### src/rtl/axis_packetizer.sv
// rtl/axis_packetizer.sv - frames a flat word stream into AXI-Stream packets
// Main output register plus one skid entry sustains full rate under backpressure.
module axis_packetizer #(
  parameter int DATA_WIDTH_BYTES = 4,
  parameter int LEN_WIDTH        = 16
) (
  input  logic                          clk,
  input  logic                          arstn,
  input  logic [LEN_WIDTH-1:0]          cfg_len,
  input  logic [DATA_WIDTH_BYTES-1:0]   cfg_last_keep,
  input  logic                          in_valid,
  output logic                          in_ready,
  input  logic [DATA_WIDTH_BYTES*8-1:0] in_data,
  input  logic                          in_last,
  output logic                          m_tvalid,
  input  logic                          m_tready,
  output logic [DATA_WIDTH_BYTES*8-1:0] m_tdata,
  output logic [DATA_WIDTH_BYTES-1:0]   m_tkeep,
  output logic                          m_tlast,
  output logic                          busy,
  output logic [LEN_WIDTH-1:0]          pkt_count,
  output logic                          err_zero_len
);

  localparam int DW = DATA_WIDTH_BYTES * 8;
  localparam int KW = DATA_WIDTH_BYTES;

  logic [LEN_WIDTH-1:0] r_beat_cnt;
  logic [LEN_WIDTH-1:0] r_len_q;
  logic [KW-1:0]        r_keep_q;
  logic                 r_in_ready;
  logic                 r_m_tvalid;
  logic [DW-1:0]        r_m_tdata;
  logic [KW-1:0]        r_m_tkeep;
  logic                 r_m_tlast;
  logic                 r_s_valid;
  logic [DW-1:0]        r_s_data;
  logic [KW-1:0]        r_s_keep;
  logic                 r_s_last;
  logic [LEN_WIDTH-1:0] r_pkt_count;
  logic                 r_err_zero_len;

  logic                 w_first;
  logic                 w_zero_len;
  logic [LEN_WIDTH-1:0] w_len;
  logic [KW-1:0]        w_keep_cfg;
  logic [KW-1:0]        w_keep;
  logic                 w_last;
  logic [KW-1:0]        w_beat_keep;
  logic                 w_acc;
  logic                 w_hs;
  logic                 w_skid_nxt;

  // First beat of a packet uses the configuration sampled in that same cycle.
  always_comb begin
    w_first     = (r_beat_cnt == '0);
    w_zero_len  = (cfg_len == '0);
    w_len       = w_first ? (w_zero_len ? LEN_WIDTH'(1) : cfg_len) : r_len_q;
    w_keep_cfg  = (cfg_last_keep == '0) ? '1 : cfg_last_keep;
    w_keep      = w_first ? w_keep_cfg : r_keep_q;
    w_last      = (r_beat_cnt == (w_len - LEN_WIDTH'(1))) || in_last;
    w_beat_keep = w_last ? w_keep : '1;
    w_acc       = in_valid && r_in_ready;
    w_hs        = r_m_tvalid && m_tready;
    if (r_s_valid) begin
      w_skid_nxt = !w_hs;
    end else begin
      w_skid_nxt = w_acc && r_m_tvalid && !m_tready;
    end
  end

  always_ff @(posedge clk) begin
    if (!arstn) begin
      r_beat_cnt     <= '0;
      r_len_q        <= '0;
      r_keep_q       <= '0;
      r_in_ready     <= 1'b0;
      r_m_tvalid     <= 1'b0;
      r_m_tdata      <= '0;
      r_m_tkeep      <= '0;
      r_m_tlast      <= 1'b0;
      r_s_valid      <= 1'b0;
      r_s_data       <= '0;
      r_s_keep       <= '0;
      r_s_last       <= 1'b0;
      r_pkt_count    <= '0;
      r_err_zero_len <= 1'b0;
    end else begin
      r_in_ready     <= !w_skid_nxt;
      r_err_zero_len <= w_acc && w_first && w_zero_len;

      if (w_acc) begin
        if (w_first) begin
          r_len_q  <= w_len;
          r_keep_q <= w_keep_cfg;
        end
        r_beat_cnt <= w_last ? '0 : r_beat_cnt + LEN_WIDTH'(1);
      end

      if (w_hs && r_m_tlast) begin
        r_pkt_count <= r_pkt_count + LEN_WIDTH'(1);
      end

      // in_ready is low whenever the skid holds a beat, so no accept collides with a skid drain.
      if (r_s_valid) begin
        if (w_hs) begin
          r_m_tdata <= r_s_data;
          r_m_tkeep <= r_s_keep;
          r_m_tlast <= r_s_last;
          r_s_valid <= 1'b0;
        end
      end else if (w_acc) begin
        if (!r_m_tvalid || m_tready) begin
          r_m_tvalid <= 1'b1;
          r_m_tdata  <= in_data;
          r_m_tkeep  <= w_beat_keep;
          r_m_tlast  <= w_last;
        end else begin
          r_s_valid <= 1'b1;
          r_s_data  <= in_data;
          r_s_keep  <= w_beat_keep;
          r_s_last  <= w_last;
        end
      end else if (w_hs) begin
        r_m_tvalid <= 1'b0;
      end
    end
  end

  assign in_ready     = r_in_ready;
  assign m_tvalid     = r_m_tvalid;
  assign m_tdata      = r_m_tdata;
  assign m_tkeep      = r_m_tkeep;
  assign m_tlast      = r_m_tlast;
  assign busy         = (r_beat_cnt != '0) || r_m_tvalid || r_s_valid;
  assign pkt_count    = r_pkt_count;
  assign err_zero_len = r_err_zero_len;

endmodule

### config.mk
export PLATFORM = sky130hd
export DESIGN_NAME = axis_packetizer
export DESIGN_NICKNAME = d
export VERILOG_FILES = /design/src/rtl/axis_packetizer.sv
export SDC_FILE = /design/constraint.sdc
export NUM_CORES = 1
export LEC_CHECK = 0
export ABC_AREA = 1
export ABC_CLOCK_PERIOD_IN_PS = 2990
export BUFFER_PORTS_ARGS = -buffer_cell sky130_fd_sc_hd__buf_2
export CORE_MARGIN = 2
export CORE_UTILIZATION = 48
export DETAILED_ROUTE_END_ITERATION = 7
export GPL_TIMING_DRIVEN = 1
export HOLD_SLACK_MARGIN = 0.15
export PLACE_DENSITY = 0.7
export SLEW_MARGIN = 20
export SYNTH_ARGS = -nofsm -noshare
export SYNTH_HDL_FRONTEND = slang
export SYNTH_SLANG_ARGS = --single-unit
### constraint.sdc
create_clock -name clk -period 2.99 [get_ports clk]
set_input_delay 0.1495 -clock clk [delete_from_list [all_inputs] [get_ports clk]]
set_output_delay 0.1495 -clock clk [all_outputs]
set_load 0.05 [all_outputs]
==> results.md <==
- Metal-1 WL: 8290 um
- Final net count: 1201
- Status: finished clean
- Register area share after synthesis: 40.4%
- Port bufs: 113
- Post-layout instance area: 8770 um2
- Setup crit end kind: flop
- Worst hold path type: in -> reg
- Worst slew pin tran: 0.776 ns
- Crit path required time: 3.25 ns
- Layout area overhead: 36.3%
- Initial Util: 48.8%
- Chip Width: 120 um
- Commonest non-fill, non-tap cells in the layout: nand2_1 (210), dfxtp_1 (126), nor2_1 (125)
- Register area: 2610 um2
- Cts bufs inserted: 17
- Vias: 6977
- Routed len/inst: 14.5 um
- Share of layout cells above drive strength 1: 22.8%
- Crit path max fanout: 7
- Post-Syn Area: 6440 um2
- Clock Sink Count: 130
- R2r worst-path depth: 21
- Clock slew at reported path FFs: 0.06 ns
- Minimum clock period: 2.80 ns
- Placement Setup Slack: 0.117 ns
- # DRC: 0
- Gpl congestion: 0.913
- Worst Hold Path Cells: 3
- Die Ht: 120 um
- GRT Residual Overflow: 0
- Router iterations before antenna repair: 5
- DP Area: 7250 um2
- Final setup margin: 0.189 ns
- Clock buffer depth: 2
- Cell at the root of the clock tree: clkbuf_16
- Synth warn: 0
- Max-slew headroom: 48.2%
- Slew Limit Fails: 0
- Met3 WL: 1340 um
- FILL cells: 1130
- Ant diodes: 0
- Vias in the first global route: 6188
- Critical Path Start Type: flop
- Synth Instances: 958
- Dpl hpwl: 11900 um
- Final setup fails: 0
- Worst setup path class: reg -> reg
- Core ar.: 13200 um2
- FP Rows: 42
- Peak supply drop: 402 uV
- Syn nets: 1019
- Clock Skew: 0.00864 ns
- Max Fclk: 0.357 GHz
- Starting DRT DRC Count: 512
- Pwr/cell area: 550 nW/um2
- Multi-input logic area: 3480 um2
- Clk_lat worst skew: 0.42 ns
- Max_cap viols: 0
- I/O pin cnt: 114
- Synth cell types: 34
- Vias per inst: 5.25
- Syn_area_per_cell: 6.72 um2
- GRT Overall Usage: 25.2%
- Antenna-violating nets left: 0
- Yosys reg bits: 130
- Die ar.: 14400 um2
- Final worst-path cycle share: 93.7%
- Leak pwr: 4.05 nW
- Largest net degree at the start of global routing: 39
- Met2 routed WL: 9190 um
- CP arrival: 3.06 ns
- Initial antenna violation count: 0
- CTS tree: done
- Htree depth: 4
- Final WL: 19200 um
- Highest metal used: met4
- First-pass GRT wire length: 29200 um
- Endpoints failing hold: 0
- Fin util: 66.5%
- Commonest non-fill, non-tap cell in the layout: nand2_1
## registers in the layout, indices dropped and copies added, names as in the netlist, 4 cells and up
| signal | cells |
|---|---|
| r_len_q | 16 |
| m_tdata | 32 |
| r_s_keep | 4 |
| pkt_count | 16 |
| r_s_data | 32 |
| r_beat_cnt | 16 |
| m_tkeep | 4 |
| r_keep_q | 4 |
## worst paths after layout
kind | from | to | slack [ns]
worst min register to register | r_keep_q[3] | r_keep_q[3] | 0.46
worst min-delay path | arstn | pkt_count[15] | 0.16
worst max register to register | r_beat_cnt[9] | m_tkeep[2] | 0.19
worst max-delay path | r_beat_cnt[9] | m_tkeep[2] | 0.19
## synthesized netlist by cell type
cell type  number  area share, %
and3_1          4           0.39
nor3_1         15            1.2
buf_4           3           0.35
nand4_1         6           0.58
a21oi_2         1           0.14
ha_1            4           0.78
nor4_1          3           0.29
clkbuf_1       38            2.2
xor2_1         18            2.4
o21a_1          2           0.23
nand3b_1        6           0.70
dfxtp_1       130             40
nor2_2          3           0.29
nor2_4          6            1.0
inv_2           7           0.41
nor3b_1         5           0.58
o31ai_1         1           0.12
a31oi_1        32            3.1
o21ai_0        94            7.3
inv_1          76            4.4
nand3_1        61            4.7
buf_2           3           0.23
o21ai_1         2           0.16
a21o_1          1           0.12
o211ai_1        5           0.58
nand2_2         5           0.49
or2_2           4           0.39
clkinv_1        3           0.17
nand2_1       232             14
nor2_1        135            7.9
nand2_4         1           0.17
xnor2_1         3           0.41
a21oi_1        46            3.6
buf_6           3           0.52
## per-stage QoR
stage / TNS (ns) / power (mW) / hold slack (ns) / cells
2_1_floorplan: 0 / 2.37 / 0.284 / 958
3_3_place_gp: 0 / 2.56 / 0.390 / 1227
3_5_place_dp: 0 / 2.56 / 0.393 / 1227
4_1_cts: 0 / 4.75 / 0.154 / 1309
5_1_grt: -0.373 / 5.00 / 0.174 / 1328
6_report: 0 / 4.83 / 0.164 / 1328
## cells by family after synthesis
kind of cell	after synthesis	synth area share, %
AOI/OAI and AO/OA	184	15.3
xor gates and xnor gates	21	2.86
adders and majority gates	4	0.778
buffers and inverters	133	8.34
DFF	130	40.4
and+or+nand+nor	486	32.3
## layout make-up
class / count / area share, %
tap: 176 / 2.51
timing repair buffer: 210 / 17.6
sequential: 130 / 29.7
multi-input combinational: 695 / 39.7
clock buffer: 20 / 5.09
clock inverter: 11 / 1.73
inverter: 86 / 3.71
## what timing repair did
action,4_1_cts,5_1_grt
hold endpoints to repair,83,0
endpoints found under the setup margin,0,25
gates resized for setup,0,69
hold buffers,51,0
buffers inserted,0,14
## where the power goes
part	switching (mW)	leakage, nW	internal (mW)
sequential	0.0411	1.06	1.80
combinational	0.538	2.70	0.299
clock	0.806	0.291	1.34
total	1.39	4.05	3.44
## worst max-delay path, cell delays in order, from the launching register on
cell	delay, ns
dfxtp_1	0.34
nor2_1	0.17
nand2_2	0.09
nor2_4	0.18
buf_12	0.15
nand3b_1	0.11
nand2_2	0.12
ha_4	0.16
nand2_2	0.07
nor2_4	0.19
nand3_1	0.10
nand2_1	0.07
nand2_1	0.04
a21oi_1	0.11
nand2_1	0.06
nor2_1	0.12
nand2_1	0.12
nand2_2	0.11
buf_4	0.14
nand3_1	0.06
nand2_1	0.08
a21oi_1	0.05
## routing by layer
metal  vias up  global-route usage, %
met5         -                      0
met4         0                   7.79
met3        43                   6.37
met2       276                   41.5
met1      3180                   32.5
li1       3478                      -
(Power assumes the default switching activity.)
